`src/rtl/mdu_pkg.sv`:
```
// Shared definitions for the multiply/divide unit: op encodings, op-class decode,
// controller FSM states and default latencies.
package mdu_pkg;

    localparam logic [3:0] MDU_MULT  = 4'd0;
    localparam logic [3:0] MDU_MULTU = 4'd1;
    localparam logic [3:0] MDU_DIV   = 4'd2;
    localparam logic [3:0] MDU_DIVU  = 4'd3;
    localparam logic [3:0] MDU_MFHI  = 4'd4;
    localparam logic [3:0] MDU_MFLO  = 4'd5;
    localparam logic [3:0] MDU_MTHI  = 4'd6;
    localparam logic [3:0] MDU_MTLO  = 4'd7;
    localparam logic [3:0] MDU_NOP   = 4'hF;

    localparam int DEF_MULT_LAT = 5;
    localparam int DEF_DIV_LAT  = 10;
    localparam int DEF_CNT_W    = 4;

    typedef enum logic [2:0] {
        CLS_NONE,
        CLS_MUL,
        CLS_DIV,
        CLS_MT,
        CLS_MF
    } mdu_class_e;

    typedef enum logic {
        ST_IDLE,
        ST_BUSY
    } mdu_state_e;

    // Codes 8..14 are unassigned and behave exactly like a bubble.
    function automatic logic [3:0] mdu_norm_op(input logic [3:0] op);
        return (op[3] && (op != MDU_NOP)) ? MDU_NOP : op;
    endfunction

    function automatic mdu_class_e mdu_class(input logic [3:0] op);
        mdu_class_e cls;
        case (op)
            MDU_MULT, MDU_MULTU: cls = CLS_MUL;
            MDU_DIV,  MDU_DIVU:  cls = CLS_DIV;
            MDU_MTHI, MDU_MTLO:  cls = CLS_MT;
            MDU_MFHI, MDU_MFLO:  cls = CLS_MF;
            default:             cls = CLS_NONE;
        endcase
        return cls;
    endfunction

endpackage

```
`src/rtl/mdu_issue_ctrl_if.sv`:
```
// Pipeline-side bundle of the MDU issue controller: E/D-stage requests in,
// MDU strobes and hazard/status indications out.
interface mdu_issue_ctrl_if #(
    parameter int CNT_W = 4
);
    logic             e_valid;
    logic [3:0]       e_mdu_op;
    logic             flush;
    logic             d_mdu_use;
    logic             mdu_start;
    logic [3:0]       mdu_op;
    logic             hi_we;
    logic             lo_we;
    logic             busy;
    logic [CNT_W-1:0] remain;
    logic             done;
    logic             stall_d;
    logic             err;

    modport master (
        output e_valid, e_mdu_op, flush, d_mdu_use,
        input  mdu_start, mdu_op, hi_we, lo_we, busy, remain, done, stall_d, err
    );

    modport slave (
        input  e_valid, e_mdu_op, flush, d_mdu_use,
        output mdu_start, mdu_op, hi_we, lo_we, busy, remain, done, stall_d, err
    );
endinterface

```
`src/rtl/mdu_lat_counter.sv`:
```
// Loadable down-counter tracking the remaining MDU busy cycles; stops at zero
// and flags the final cycle.
module mdu_lat_counter #(
    parameter int CNT_W = 4
) (
    input  logic             clk,
    input  logic             reset,
    input  logic             load_i,
    input  logic [CNT_W-1:0] load_val_i,
    output logic [CNT_W-1:0] count_o,
    output logic             last_o
);

    logic [CNT_W-1:0] count_q;
    logic [CNT_W-1:0] count_d;

    always_comb begin
        count_d = count_q;
        if (load_i) begin
            count_d = load_val_i;
        end else if (count_q != '0) begin
            count_d = count_q - CNT_W'(1);
        end
    end

    always_ff @(posedge clk) begin
        if (reset) begin
            count_q <= '0;
        end else begin
            count_q <= count_d;
        end
    end

    assign count_o = count_q;
    assign last_o  = (count_q == CNT_W'(1));

endmodule

```
`src/rtl/mdu_issue_ctrl.sv`:
```
// E-stage issue and HI/LO hazard controller for the multiply/divide unit:
// gates MDU starts, tracks the in-flight latency and stalls D on MDU users.
module mdu_issue_ctrl
    import mdu_pkg::*;
#(
    parameter int MULT_LAT = DEF_MULT_LAT,
    parameter int DIV_LAT  = DEF_DIV_LAT,
    parameter int CNT_W    = DEF_CNT_W
) (
    input  logic              clk,
    input  logic              reset,
    mdu_issue_ctrl_if.slave   bus
);

    mdu_state_e       state_q;
    mdu_state_e       state_d;
    logic             err_q;
    logic             err_d;

    logic [3:0]       op_n;
    mdu_class_e       op_cls;
    logic             busy;
    logic             issue;
    logic             start;
    logic             viol;
    logic [CNT_W-1:0] load_val;
    logic [CNT_W-1:0] remain_cnt;
    logic             cnt_last;

    assign op_n   = mdu_norm_op(bus.e_mdu_op);
    assign op_cls = mdu_class(op_n);
    assign busy   = (state_q == ST_BUSY);

    // Reset gates issue so nothing leaks to the MDU while state is being cleared.
    assign issue = bus.e_valid && !bus.flush && !busy && !reset;
    assign start = issue && ((op_cls == CLS_MUL) || (op_cls == CLS_DIV));
    assign viol  = bus.e_valid && !bus.flush && busy && (op_n != MDU_NOP) && !reset;

    assign load_val = (op_cls == CLS_DIV) ? CNT_W'(DIV_LAT) : CNT_W'(MULT_LAT);

    mdu_lat_counter #(
        .CNT_W (CNT_W)
    ) u_lat_counter (
        .clk        (clk),
        .reset      (reset),
        .load_i     (start),
        .load_val_i (load_val),
        .count_o    (remain_cnt),
        .last_o     (cnt_last)
    );

    always_comb begin
        state_d = state_q;
        err_d   = err_q | viol;
        case (state_q)
            ST_IDLE: if (start)    state_d = ST_BUSY;
            ST_BUSY: if (cnt_last) state_d = ST_IDLE;
            default:               state_d = ST_IDLE;
        endcase
    end

    always_ff @(posedge clk) begin
        if (reset) begin
            state_q <= ST_IDLE;
            err_q   <= 1'b0;
        end else begin
            state_q <= state_d;
            err_q   <= err_d;
        end
    end

    assign bus.mdu_start = start;
    assign bus.mdu_op    = issue ? op_n : MDU_NOP;
    assign bus.hi_we     = issue && (op_n == MDU_MTHI);
    assign bus.lo_we     = issue && (op_n == MDU_MTLO);
    assign bus.busy      = busy;
    assign bus.remain    = remain_cnt;
    assign bus.done      = busy && cnt_last;
    // The issue cycle itself stalls D, so an mfhi right behind a mult waits.
    assign bus.stall_d   = bus.d_mdu_use && (busy || start);
    assign bus.err       = err_q;

endmodule

```
`src/flat_wrapper.sv`:
```
// flat-port wrapper written by rule: the top's interface ports become plain ports
module mdu_issue_ctrl_flat import mdu_pkg::*;
#(
    parameter int MULT_LAT = DEF_MULT_LAT,
    parameter int DIV_LAT  = DEF_DIV_LAT,
    parameter int CNT_W    = DEF_CNT_W
)
  (clk, reset, bus_e_valid, bus_e_mdu_op, bus_flush, bus_d_mdu_use, bus_mdu_start, bus_mdu_op, bus_hi_we, bus_lo_we, bus_busy, bus_remain, bus_done, bus_stall_d, bus_err);
  mdu_issue_ctrl_if #(.CNT_W(CNT_W)) bus_i ();
  input  logic clk;
  input  logic reset;
  input wire logic [$bits(bus_i.e_valid)-1:0] bus_e_valid;
  input wire logic [$bits(bus_i.e_mdu_op)-1:0] bus_e_mdu_op;
  input wire logic [$bits(bus_i.flush)-1:0] bus_flush;
  input wire logic [$bits(bus_i.d_mdu_use)-1:0] bus_d_mdu_use;
  output wire logic [$bits(bus_i.mdu_start)-1:0] bus_mdu_start;
  output wire logic [$bits(bus_i.mdu_op)-1:0] bus_mdu_op;
  output wire logic [$bits(bus_i.hi_we)-1:0] bus_hi_we;
  output wire logic [$bits(bus_i.lo_we)-1:0] bus_lo_we;
  output wire logic [$bits(bus_i.busy)-1:0] bus_busy;
  output wire logic [$bits(bus_i.remain)-1:0] bus_remain;
  output wire logic [$bits(bus_i.done)-1:0] bus_done;
  output wire logic [$bits(bus_i.stall_d)-1:0] bus_stall_d;
  output wire logic [$bits(bus_i.err)-1:0] bus_err;
  assign bus_i.e_valid = bus_e_valid;
  assign bus_i.e_mdu_op = bus_e_mdu_op;
  assign bus_i.flush = bus_flush;
  assign bus_i.d_mdu_use = bus_d_mdu_use;
  assign bus_mdu_start = bus_i.mdu_start;
  assign bus_mdu_op = bus_i.mdu_op;
  assign bus_hi_we = bus_i.hi_we;
  assign bus_lo_we = bus_i.lo_we;
  assign bus_busy = bus_i.busy;
  assign bus_remain = bus_i.remain;
  assign bus_done = bus_i.done;
  assign bus_stall_d = bus_i.stall_d;
  assign bus_err = bus_i.err;
  mdu_issue_ctrl #(.MULT_LAT(MULT_LAT), .DIV_LAT(DIV_LAT), .CNT_W(CNT_W)) u_core (.clk(clk), .reset(reset), .bus(bus_i));
endmodule
```
`config.mk`:
```
export PLATFORM = sky130hd
export DESIGN_NAME = mdu_issue_ctrl_flat
export DESIGN_NICKNAME = d
export VERILOG_FILES = /design/src/rtl/mdu_pkg.sv /design/src/rtl/mdu_issue_ctrl_if.sv /design/src/rtl/mdu_lat_counter.sv /design/src/rtl/mdu_issue_ctrl.sv /design/src/flat_wrapper.sv
export SDC_FILE = /design/constraint.sdc
export NUM_CORES = 1
export LEC_CHECK = 0
export BUFFER_PORTS_ARGS = -buffer_cell sky130_fd_sc_hd__buf_2
export CAP_MARGIN = 10
export CORE_AREA = 2 2 39 41
export CTS_BUF_LIST = sky130_fd_sc_hd__clkbuf_16
export CTS_CLUSTER_DIAMETER = 30
export DETAILED_ROUTE_END_ITERATION = 12
export DIE_AREA = 0 0 41 43
export SLEW_MARGIN = 20
export SYNTH_ARGS = -nofsm -noshare
export SYNTH_HDL_FRONTEND = slang
export SYNTH_SLANG_ARGS = --single-unit
```
`constraint.sdc`:
```
create_clock -name clk -period 1.8 [get_ports clk]
set_clock_uncertainty 0.15 [all_clocks]
set_input_delay 0.18 -clock clk [delete_from_list [all_inputs] [get_ports clk]]
set_output_delay 0.18 -clock clk [all_outputs]
set_load 0.01 [all_outputs]
```
==> impl_metrics.prom <==
# TYPE chip_impl_metric gauge
chip_impl_metric{name="number_of_enable_type_register_cells_in_the_synthesized_netlist",unit=""} 0
chip_impl_metric{name="num_antenna_cells",unit=""} 0
chip_impl_metric{name="cp.buffers_inverters",unit=""} 1
chip_impl_metric{name="cts.reportedPaths.clkPinSlew",unit="ps"} 30
chip_impl_metric{name="maxClockFrequency",unit="GHz"} 0.570
chip_impl_metric{name="via_count",unit=""} 467
chip_impl_metric{name="cts_post_setup_buffers_inserted",unit=""} 0
chip_impl_metric{name="wirelength",unit="um"} 1030
chip_impl_metric{name="yosysWarnings",unit=""} 0
chip_impl_metric{name="floorplan.rows",unit=""} 14
chip_impl_metric{name="path_max_fanout",unit=""} 8
chip_impl_metric{name="antenna_violations_before_repair",unit=""} 0
chip_impl_metric{name="cts_max_path_buffers",unit=""} 2
chip_impl_metric{name="die_x",unit="um"} 41
chip_impl_metric{name="io-pin-count",unit=""} 24
chip_impl_metric{name="finalCritPeriodShare",unit="%"} 97.5
chip_impl_metric{name="postSynthNetCount",unit=""} 63
chip_impl_metric{name="net_switching_power_of_the_design",unit="mW"} 0.286
chip_impl_metric{name="place_area",unit="um2"} 621
chip_impl_metric{name="final_net_count",unit=""} 95
chip_impl_metric{name="dp.final_hpwl",unit="um"} 817
chip_impl_metric{name="cts.sinks",unit=""} 6
chip_impl_metric{name="grt_start_max_net_pins",unit=""} 10
chip_impl_metric{name="antenna_violating_nets_post_route",unit=""} 0
chip_impl_metric{name="pwr-share-comb",unit="%"} 40.7
chip_impl_metric{name="power_per_cell_area",unit="mW/mm2"} 1360
chip_impl_metric{name="dp_worst_setup_slack",unit="ps"} -178
chip_impl_metric{name="r2r.worst_path.cells",unit=""} 5
chip_impl_metric{name="final_layout_size_suffix_gt1_share",unit="%"} 51.2
chip_impl_metric{name="numCtsBuffers",unit=""} 3
chip_impl_metric{name="netlist-cell-type-count",unit=""} 26
chip_impl_metric{name="share_clk_of_total_power",unit="%"} 37.2
chip_impl_info{name="yosys_most_used_dff",value="sky130_fd_sc_hd__dfxtp_1"} 1
chip_impl_metric{name="gp_congestion",unit=""} 0.707
chip_impl_metric{name="leftover_overflow_at_the_end_of_global_routing",unit=""} 0
chip_impl_metric{name="syn-cell-area",unit="um2"} 429
chip_impl_metric{name="design.die.area",unit="mm2"} 0.00176
chip_impl_metric{name="layout.filler_cells",unit=""} 134
chip_impl_metric{name="post_synth_inst_count",unit=""} 50
chip_impl_info{name="cpLargestDelayFamily",value="simple AND/OR/NAND/NOR gates"} 1
chip_impl_info{name="start_kind",value="flop"} 1
chip_impl_metric{name="critical-path-max-stage-delay",unit="ps"} 450
chip_impl_metric{name="tightestPinTransition",unit="ps"} 353
chip_impl_metric{name="ys_ff_latch",unit=""} 6
chip_impl_metric{name="max-vdd-ir-drop",unit="mV"} 0.605
chip_impl_info{name="setup.worst_path.class",value="reg -> out"} 1
chip_impl_info{name="layout_commonest_cell",value="sky130_fd_sc_hd__buf_2"} 1
chip_impl_metric{name="cap_violations",unit=""} 0
chip_impl_metric{name="total_track_usage",unit="%"} 13.2
chip_impl_metric{name="drtIter0Drc",unit=""} 4
chip_impl_metric{name="routed_via_density",unit=""} 4.86
chip_impl_info{name="critical-path-slowest-cell",value="sky130_fd_sc_hd__or3_1"} 1
chip_impl_metric{name="placeableCoreArea",unit="mm2"} 0.00138
chip_impl_metric{name="remaining_drc_errors",unit=""} 0
chip_impl_metric{name="cp.required",unit="ps"} 1470
chip_impl_metric{name="max_slew_margin",unit="%"} 76.4
chip_impl_metric{name="fin_crit",unit="ps"} 1750
chip_impl_metric{name="cp_num_cells",unit=""} 4
chip_impl_info{name="ctsRootBufferMaster",value="sky130_fd_sc_hd__clkbuf_16"} 1
chip_impl_metric{name="final_max_slew_viol_count",unit=""} 0
chip_impl_metric{name="port_buffers",unit=""} 23
chip_impl_metric{name="finalHoldViolations",unit=""} 0
chip_impl_metric{name="fin_util",unit="%"} 50.7
chip_impl_metric{name="clock_latency_of_the_later_clocked_register_in_the_worst_skew_pair",unit="ps"} 230
chip_impl_metric{name="timing.hold.worst_path_depth",unit=""} 2
chip_impl_metric{name="total_power",unit="mW"} 0.953
chip_impl_info{name="worstHoldPathType",value="in -> reg"} 1
chip_impl_metric{name="power.internal",unit="mW"} 0.667
chip_impl_metric{name="synth_async_sr_flop_share",unit="%"} 0
chip_impl_metric{name="finalSetupViolations",unit=""} 0
chip_impl_info{name="tritoncts",value="built"} 1
chip_impl_metric{name="global_route_wire_length_before_repair",unit="um"} 1490
chip_impl_metric{name="htreeDepth",unit=""} 1
chip_impl_metric{name="dr.pass1.iters",unit=""} 4
chip_impl_metric{name="initial_core_util",unit="%"} 31.0
chip_impl_metric{name="number_of_global_route_vias_before_repair",unit=""} 401
chip_impl_metric{name="area.growth.synth_to_final",unit="%"} 63.6
chip_impl_metric{name="pwr-share-seq",unit="%"} 22.1
chip_impl_info{name="crit_path_cell_trace",value="or3_1 > nor2_4 > o21a_1 > buf_2"} 1
chip_impl_info{name="top_library_cells_by_usage_in_the_layout_fill_and_taps_aside",value="23 x sky130_fd_sc_hd__buf_2, 6 x sky130_fd_sc_hd__dfxtp_1, 5 x sky130_fd_sc_hd__nor2_1, 5 x sky130_fd_sc_hd__buf_4"} 1
chip_impl_metric{name="cp_data_arrival_time",unit="ps"} 1420
chip_impl_metric{name="detail_route.wl_per_cell",unit="um"} 10.8
chip_impl_metric{name="finalInstanceArea",unit="um2"} 702
chip_impl_metric{name="sw_frac_of_total",unit="%"} 30.0
chip_impl_metric{name="synth_sequential_area_ratio",unit="%"} 28.0
chip_impl_metric{name="setup-tns-final",unit="ps"} 0
chip_impl_metric{name="die_h",unit="um"} 43
chip_impl_info{name="critPathCaptureType",value="output port"} 1
chip_impl_info{name="run_status",value="completed"} 1
chip_impl_metric{name="finalWorstSetupSlack",unit="ps"} 45.4
chip_impl_metric{name="power_leakage",unit="nW"} 0.327
chip_impl_metric{name="syn_area_per_cell",unit="um2"} 8.58
## state kept, by name, summed over array words and instances, names as in the netlist
| name | cells |
|---|---|
| u_core.u_lat_counter.count_o | 4 |
| u_core.bus.err | 1 |
| u_core.bus.busy | 1 |
## power by group through the flow
stage / registers, mW / clock network [mW] / logic, mW
after floorplan: 0.237 / 0 / 0.250
after global placement: 0.213 / 0 / 0.385
after detailed placement: 0.213 / 0 / 0.388
after CTS: 0.211 / 0.360 / 0.389
after global routing: 0.218 / 0.369 / 0.435
final: 0.211 / 0.355 / 0.388
## through the flow
step                      hold WS [ps]  cells
after floorplan                    246     50
after CTS                         73.0     96
after global routing              98.0     96
after detailed placement           302     94
final                             75.3     96
after global placement             301     94
## area by class of cell
class	count	area (um2)	share of cell area, %
multi-input combinational	40	323	46.0
tap	16	20.0	2.85
clock buffer	3	75.1	10.7
sequential	6	120	17.1
timing repair buffer	28	153	21.7
inverter	3	11.3	1.60
## worst paths after layout
path / startpoint / to / slack, ps
worst min register to register: u_core.bus.err / u_core.bus.err / 310
worst min-delay path: reset / u_core.bus.busy / 80
worst max-delay path: u_core.bus.busy / bus_stall_d / 50
worst max register to register: u_core.u_lat_counter.count_o[1] / u_core.u_lat_counter.count_o[1] / 100
## cell families (layout without fill, tap and decap cells)
group,after synthesis,after routing,share of synthesized area (%)
DFF,6,6,28.0
adders and majority gates,4,4,11.7
and+or+nand+nor,23,23,33.2
muxes,2,2,4.96
buffers and inverters,4,34,3.50
xor gates and xnor gates,2,2,4.08
AOI/OAI and AO/OA,9,9,14.6
## synth_stat cells, drive strengths merged (2+ instances only)
master	n	share of area (%)
dfxtp	6	28
nor2	6	5.8
ha	4	12
a21oi	3	3.5
inv	3	2.6
nor3	3	3.5
o31ai	3	5.2
or2	3	4.4
or3	3	5.5
nand3	2	2.3
or3b	2	5.2
## metal layers
metal	track usage, %	part of all wire (%)	vias to the layer above
met4	12.0	2.5	0
met1	12.5	42	202
met2	20.3	48	24
met3	4.71	7.6	4
met5	0	0	-
li1	-	-	237
## what timing repair did
item | CTS | global route
pin swaps | 3 | 1
hold buffers | 0 | 0
cloned | 0 | 0
endpoints found under the setup margin | 3 | 4
resized for setup | 0 | 3
Note: power is estimated with default switching activity, not from simulation.
